`config.mk`:
```
export PLATFORM = sky130hd
export DESIGN_NAME = pattern_sequencer
export DESIGN_NICKNAME = d
export VERILOG_FILES = /design/src/rtl/pattern_sequencer.sv
export SDC_FILE = /design/constraint.sdc
export NUM_CORES = 1
export LEC_CHECK = 0
export CAP_MARGIN = 20
export CORE_MARGIN = 3
export CORE_UTILIZATION = 28
export CTS_BUF_LIST = sky130_fd_sc_hd__clkbuf_4
export DETAILED_ROUTE_END_ITERATION = 7
export SYNTH_ARGS = -nofsm -noshare
export SYNTH_HDL_FRONTEND = slang
export SYNTH_SLANG_ARGS = --single-unit
export TNS_END_PERCENT = 20
```
`constraint.sdc`:
```
create_clock -name clk_i -period 3.01 [get_ports clk_i]
set_clock_uncertainty 0.1 [all_clocks]
set_input_delay 0.602 -clock clk_i [delete_from_list [all_inputs] [get_ports clk_i]]
set_output_delay 0.602 -clock clk_i [all_outputs]
set_load 0.02 [all_outputs]
```
`src/rtl/pattern_sequencer.sv`:
```
// pattern_sequencer
//   Steps through one of four address ranges of an external synchronous ROM
//   and shows each word on the LEDs. A tick divider paces the steps. A
//   debounced two-bit switch selects the pattern, and a new pattern takes
//   effect only at a tick boundary.
//
// Ports
//   clk_i     : system clock, all logic on the rising edge
//   rst_n     : asynchronous active-low reset
//   sw[1:0]   : raw, asynchronous, possibly bouncing pattern select
//   run       : 1 = advance on tick, 0 = hold the current step
//   rom_addr  : registered ROM address
//   rom_data  : ROM word for the current rom_addr
//   led       : registered displayed word
//   pat_idx   : currently active pattern
//   busy      : high while in LOAD or FETCH
module pattern_sequencer #(
  parameter int ADDR_WIDTH   = 5,
  parameter int DATA_WIDTH   = 4,
  parameter int TICK_DIV     = 25000000,
  parameter int DEBOUNCE_CYC = 1000000
) (
  input  logic                  clk_i,
  input  logic                  rst_n,
  input  logic [1:0]            sw,
  input  logic                  run,
  output logic [ADDR_WIDTH-1:0] rom_addr,
  input  logic [DATA_WIDTH-1:0] rom_data,
  output logic [DATA_WIDTH-1:0] led,
  output logic [1:0]            pat_idx,
  output logic                  busy
);

  localparam int TW = $clog2(TICK_DIV);
  localparam int DW = $clog2(DEBOUNCE_CYC + 1);

  typedef enum logic [1:0] {IDLE, LOAD, FETCH, SHOW} state_t;

  state_t          state;
  logic [1:0]      sync1, sync2;
  logic [1:0]      deb_sw;       // last accepted (debounced) switch value
  logic [1:0]      cand;         // value currently being timed for stability
  logic [DW-1:0]   deb_cnt;
  logic [DW-1:0]   cnt_inc;
  logic            accept;
  logic [1:0]      pend_sel;
  logic            pend_valid;
  logic [TW-1:0]   tick_cnt;
  logic            tick;
  logic            enter_load;

  // First address of each pattern's range
  function automatic logic [ADDR_WIDTH-1:0] range_start(input logic [1:0] p);
    case (p)
      2'd0:    range_start = ADDR_WIDTH'(6'd0);
      2'd1:    range_start = ADDR_WIDTH'(6'd4);
      2'd2:    range_start = ADDR_WIDTH'(6'd12);
      default: range_start = ADDR_WIDTH'(6'd20);
    endcase
  endfunction

  // Last address (inclusive) of each pattern's range
  function automatic logic [ADDR_WIDTH-1:0] range_end(input logic [1:0] p);
    case (p)
      2'd0:    range_end = ADDR_WIDTH'(6'd3);
      2'd1:    range_end = ADDR_WIDTH'(6'd11);
      2'd2:    range_end = ADDR_WIDTH'(6'd19);
      default: range_end = ADDR_WIDTH'(6'd31);
    endcase
  endfunction

  // Two-flop synchroniser for the raw switch
  always_ff @(posedge clk_i or negedge rst_n) begin
    if (!rst_n) begin
      sync1 <= 2'b00;
      sync2 <= 2'b00;
    end else begin
      sync1 <= sw;
      sync2 <= sync1;
    end
  end

  // Stability count for a value that differs from the debounced one; a
  // stale cand with a zero count must not continue an old run.
  always_comb begin
    cnt_inc = DW'(1'b1);
    accept  = 1'b0;
    if (sync2 != deb_sw) begin
      if ((sync2 == cand) && (deb_cnt != '0)) begin
        cnt_inc = deb_cnt + DW'(1'b1);
      end else begin
        cnt_inc = DW'(1'b1);
      end
      accept = (cnt_inc >= DW'(DEBOUNCE_CYC));
    end else begin
      accept = 1'b0;
    end
  end

  // Debounce state
  always_ff @(posedge clk_i or negedge rst_n) begin
    if (!rst_n) begin
      deb_sw  <= 2'b00;
      cand    <= 2'b00;
      deb_cnt <= '0;
    end else if (sync2 == deb_sw) begin
      deb_cnt <= '0;
    end else if (accept) begin
      deb_sw  <= sync2;
      deb_cnt <= '0;
    end else begin
      cand    <= sync2;
      deb_cnt <= cnt_inc;
    end
  end

  assign tick = (tick_cnt == TW'(TICK_DIV - 1));

  // LOAD is entered from IDLE, or from SHOW when a pending switch is applied
  always_comb begin
    enter_load = 1'b0;
    if (state == IDLE) begin
      enter_load = 1'b1;
    end else if ((state == SHOW) && tick && run && pend_valid) begin
      enter_load = 1'b1;
    end else begin
      enter_load = 1'b0;
    end
  end

  // Free-running step divider, restarted on every LOAD entry
  always_ff @(posedge clk_i or negedge rst_n) begin
    if (!rst_n) begin
      tick_cnt <= '0;
    end else if (enter_load || tick) begin
      tick_cnt <= '0;
    end else begin
      tick_cnt <= tick_cnt + TW'(1'b1);
    end
  end

  // Sequencer FSM with registered outputs and pending-switch bookkeeping.
  // A fresh acceptance takes priority over clearing on apply so a newer
  // selection is never lost.
  always_ff @(posedge clk_i or negedge rst_n) begin
    if (!rst_n) begin
      state      <= IDLE;
      rom_addr   <= '0;
      led        <= '0;
      pat_idx    <= 2'b00;
      busy       <= 1'b0;
      pend_sel   <= 2'b00;
      pend_valid <= 1'b0;
    end else begin
      if (accept) begin
        pend_sel   <= sync2;
        pend_valid <= (sync2 != pat_idx);
      end else if ((state == SHOW) && tick && run && pend_valid) begin
        pend_valid <= 1'b0;
      end

      case (state)
        IDLE: begin
          state <= LOAD;
          busy  <= 1'b1;
        end
        LOAD: begin
          rom_addr <= range_start(pat_idx);
          state    <= FETCH;
          busy     <= 1'b1;
        end
        FETCH: begin
          led   <= rom_data;
          state <= SHOW;
          busy  <= 1'b0;
        end
        SHOW: begin
          if (tick && run) begin
            busy <= 1'b1;
            if (pend_valid) begin
              pat_idx <= pend_sel;
              state   <= LOAD;
            end else begin
              if (rom_addr == range_end(pat_idx)) begin
                rom_addr <= range_start(pat_idx);
              end else begin
                rom_addr <= rom_addr + ADDR_WIDTH'(1'b1);
              end
              state <= FETCH;
            end
          end
        end
        default: begin
          state <= IDLE;
          busy  <= 1'b0;
        end
      endcase
    end
  end

endmodule
```
======== Yosys cells after proc, flatten, opt, wreduce, memory -nomap -nowiden ========
Cells that the tools add are included.
operators by class
  $add $sub $neg .......................... 3
  bitwise operators ....................... 2
  mux-type cells .......................... 25
  order comparisons ....................... 1
  equality and inequality tests ........... 13
  reduce and logical (&&, ||, !) cells .... 16
operator list
  cell                                                 count
  two-way mux 20 bit                                   5
  two-way mux 5 bit                                    6
  one-hot mux 5 bit (3 select lines)                   2
  adder 25 x 1 -> 25 bit, second input constant        1
  equality test 25 bit, second input constant          1
  two-way mux 25 bit                                   1
  adder 20 x 1 -> 20 bit, second input constant        1
  >= comparator 20 bit, second input constant          1
  nonzero test 20 bit                                  1
  one-hot mux 5 bit (2 select lines)                   1
  one-hot mux 2 bit (4 select lines)                   1
  equality test 2 bit, second input constant           3
  two-way mux 1 bit                                    6
  AND reduction 3 bit                                  2
  adder 5 x 1 -> 5 bit, second input constant          1
  equality test 5 bit                                  1
  logical AND 1 bit                                    5
  equality test 2 x 1 -> 1 bit, second input constant  2
  equality test 2 bit                                  2
  logical NOT 2 bit                                    2
  two-way mux 2 bit                                    2
  inequality test 2 bit                                2
  AND reduction 2 bit                                  2
  nonzero test 2 bit                                   2
  6 further kinds                                      7
storage, ports and cells
  output and inout bits ................... 12
  register bits after elaboration ......... 70

======== Longest topological paths before layout ========
  word-level depth ........................ 10
  mapped depth ............................ 10

======== Least setup slack after synthesis ========
Ideal clock, no wire load.
  path kind ............................... register to register
  start point ............................. reg deb_cnt[0]
  end point ............................... reg cand[0]
  cell stages (with the launch flop) ...... 10
  data arrival time ....................... 2419 ps
  path buffers ............................ 1
  slack ................................... 366 ps
  period minus slack after synthesis ...... 2644 ps
  path through ............................ dfrtp_1 > ha_1 > clkbuf_1 > nand4_1 > or3_1 > nor2_1 > a222oi_1 > a211o_1 > o21ai_2 > mux2_2
on the way
  word-level cells in the longest chain between the ends .. 8
  elaborated cells on any way between the ends .. 9
  those cells by class .................... add/sub: 1; order compare: 1; mux: 3; bitwise: 1; reduce/logical: 3
RTL lines
  what                                                                            line  source
  start: declaration                                                              43    logic [DW-1:0] deb_cnt;
  start signal: assignment                                                        113   deb_cnt <= cnt_inc;
  parallel branches: the longest is 2 deep, another holds adder 20 x 1 -> 20 bit  --
  two-way mux 20 bit (*)                                                          89    if ((sync2 == cand) && (deb_cnt != '0)) begin
  two-way mux 20 bit (*)                                                          88    if (sync2 != deb_sw) begin
  >= comparator 20 bit (*)                                                        94    accept = (cnt_inc >= DW'(DEBOUNCE_CYC));
  two-way mux 1 bit (*)                                                           88
  NOT 1 bit (no source line) (*)                                                  --
  AND reduction 2 bit (no source line) (*)                                        --
  end signal: assignment                                                          112   cand <= sync2;
  end: declaration                                                                42    logic [1:0] cand;
Every way passes the cells marked *. The select of a mux whose other input is x is not followed.
A chain may end at the register's enable or synchronous reset.

======== Worst setup path in the final report ========
  start point ............................. reg deb_cnt[7]
  end point ............................... reg cand[1]
The elaborated chain is that of the path after synthesis.

==> reports/metrics.cfg <==
[global_route]
grt_pass1_vias=2699
antenna_found_initial=0
grt_max_degree=69
grt_pass1_wl_um=12500
gr-usage-all-layers=0.105
grt.overflow.total=0

[power]
p_clk_frac=0.372
power_frac_comb=0.054
leakagePower_nw=1.70
seq_power_share=0.575
p_per_area_nw_per_um2=393
swShare=0.251
ir_drop_mv=0.279
p_int_mw=1.22
p_sw_mw=0.407
p_total_mw=1.62

[route]
vias=2741
drtPass1Iterations=4
ant_nets=0
wirelength_um=7250
drc_errors=0
drt_iter0_markers=164
avgViaCountPerCell=4.83
wl_per_cell_um=12.8

[floorplanning]
coreArea_um2=12200
rows=40
dieArea_um2=14100
start_util=0.291
die_y_um=119
die_x_um=119
io_pins=21

[timing]
maxSlewHeadroom=0.641
rsz0062_at_grt=no
fin_crit_sh=0.950
period_minus_slack_ns=2.86
hold_viol_final=0
worst-slew-pin-transition_ns=0.531
maxSlewViolCount=0
setup_violations=0
worst_slack_ns=0.150
tns_ns=0
fmax_mhz=350

[logic_synthesis]
yosys_warnings=0
synth_fp_nets=380
synth_common_cells=dfrtp_1, nor2_1, nand2_1
ys_ff_latch=68
synth-seq-area-share=0.478
synth_flop_cell=dfrtp_1
syn_inst=367
synth_area_um2=3560
avgSynthCellArea_um2=9.70
yosysMostFrequentCell=dfrtp_1
synth_area_leader_cell=dfrtp_1
yosys.area.top_type_share=0.478
ys_async_sr_fraction=1.00
ys_types=49
synth-edff-count=0
synth_area_leaders=dfrtp_1, nor2_1, xor2_1

[cts]
cts-root-buf=clkbuf_4
cts_setup_buffers=0
h-tree-depth=3
numCtsBuffers=9
hold_buffers=0
cts_tree=yes
postCtsResizedCells=0
cts.path.max_buffers=2
cts_sinks=68
clk_pin_slew_ns=0.12
clk_latency_ns=0.41

[final_layout]
antennaDiodeCount=0
fin_cells=567
area_growth_pct=16.1
fill_cells=1253
drive_above_1_share=0.115
final_core_util=0.338
fin_nets=407
final-seq-area_um2=1700
multi_input_area_um2=1760

[worst_setup_path]
critPathMaxFanout=7
criticalPathCategory=reg -> reg
arrival_ns=3.05
setup.worst_path.end_class=flip-flop
crit_required_ns=3.20
startpoint_type=flip-flop

[placed_design]
dp.cells=551
dp_hpwl_um=5010
gp_congestion=0.913
port_buffers=20
place_ws_ns=0.188

[job]
cap_viol_max_count=0

[min_path]
hold_class=in -> async

[outcome]
outcome=finished clean

[worst max-delay path, stage by stage, from the launching register on]
cell	delay [ns]
dfrtp_1	0.48
nand3_1	0.21
or4_1	0.65
nor3b_2	0.23
o21ai_0	0.13
a211o_1	0.40
o21ai_2	0.21
mux2_2	0.35
[kinds of logic after synthesis]
logic type / Yosys count / synth area share
mux: 13 / 0.0404
flops: 68 / 0.478
xor+xnor: 48 / 0.118
simple gates: 177 / 0.256
buf+inv: 24 / 0.0288
compound gates: 33 / 0.0650
fa+ha+maj: 4 / 0.0141
[power groups by stage]
stage	Sequential, mW	Clock [mW]	Combinational [mW]
3_5_place_dp	0.951	0	0.0889
5_1_grt	0.935	0.667	0.0984
4_1_cts	0.934	0.635	0.0893
2_1_floorplan	0.953	0	0.0371
3_3_place_gp	0.950	0	0.0878
6_report	0.933	0.604	0.0870
[layout by cell type, fill, tap and decap left out, drive strengths merged, types with 12 or more instances in the layout]
cell type / synthesis / routed
o21ai: 12 / 12
dfrtp: 68 / 68
xnor2: 23 / 23
xor2: 25 / 25
nor2: 61 / 61
nand3: 23 / 23
nand2: 28 / 28
clkdlybuf4s50: 0 / 19
[final timing paths]
check	end	start	slack [ns]	cells after the start
worst max-delay path	cand[1]	deb_cnt[7]	0.15	7
worst min-delay path	deb_cnt[9]	rst_n	0.07	2
worst max register to register	cand[1]	deb_cnt[7]	0.15	7
worst min register to register	sync2[1]	sync1[1]	0.27	0
max in group asynchronous	deb_cnt[1]	rst_n	2.39	2
min in group clk_i	sync2[1]	sync1[1]	0.27	0
[routing by layer]
layer,up-vias,global-route usage,part of all wire
met5,-,0,0
met4,0,0.0268,0.014
met3,12,0.0344,0.045
met2,68,0.171,0.47
met1,1333,0.135,0.47
li1,1328,-,-
[registers in the layout, summed over array words and instances, names as in the netlist, 2 cells and up]
signal    cells
rom_addr      5
deb_cnt      20
tick_cnt     25
sync1         2
cand          2
led           4
pat_idx       2
state         2
sync2         2
[layout make-up]
class / count / share of cell area
well taps: 168 / 0.0509
clock buffers: 9 / 0.0163
inverters: 10 / 0.00908
multi-input cells: 275 / 0.425
clock inverters: 7 / 0.0182
flip-flops and latches: 68 / 0.412
repair buffers: 30 / 0.0684
[metrics by stage]
step / area, um2 / hold slack (ns)
2_1_floorplan: 3560 / 0.206
5_1_grt: 4130 / 0.104
3_3_place_gp: 3990 / 0.241
4_1_cts: 4130 / 0.0927
6_report: 4130 / 0.0690
3_5_place_dp: 3990 / 0.243
Power figures use the tool's default switching activity.
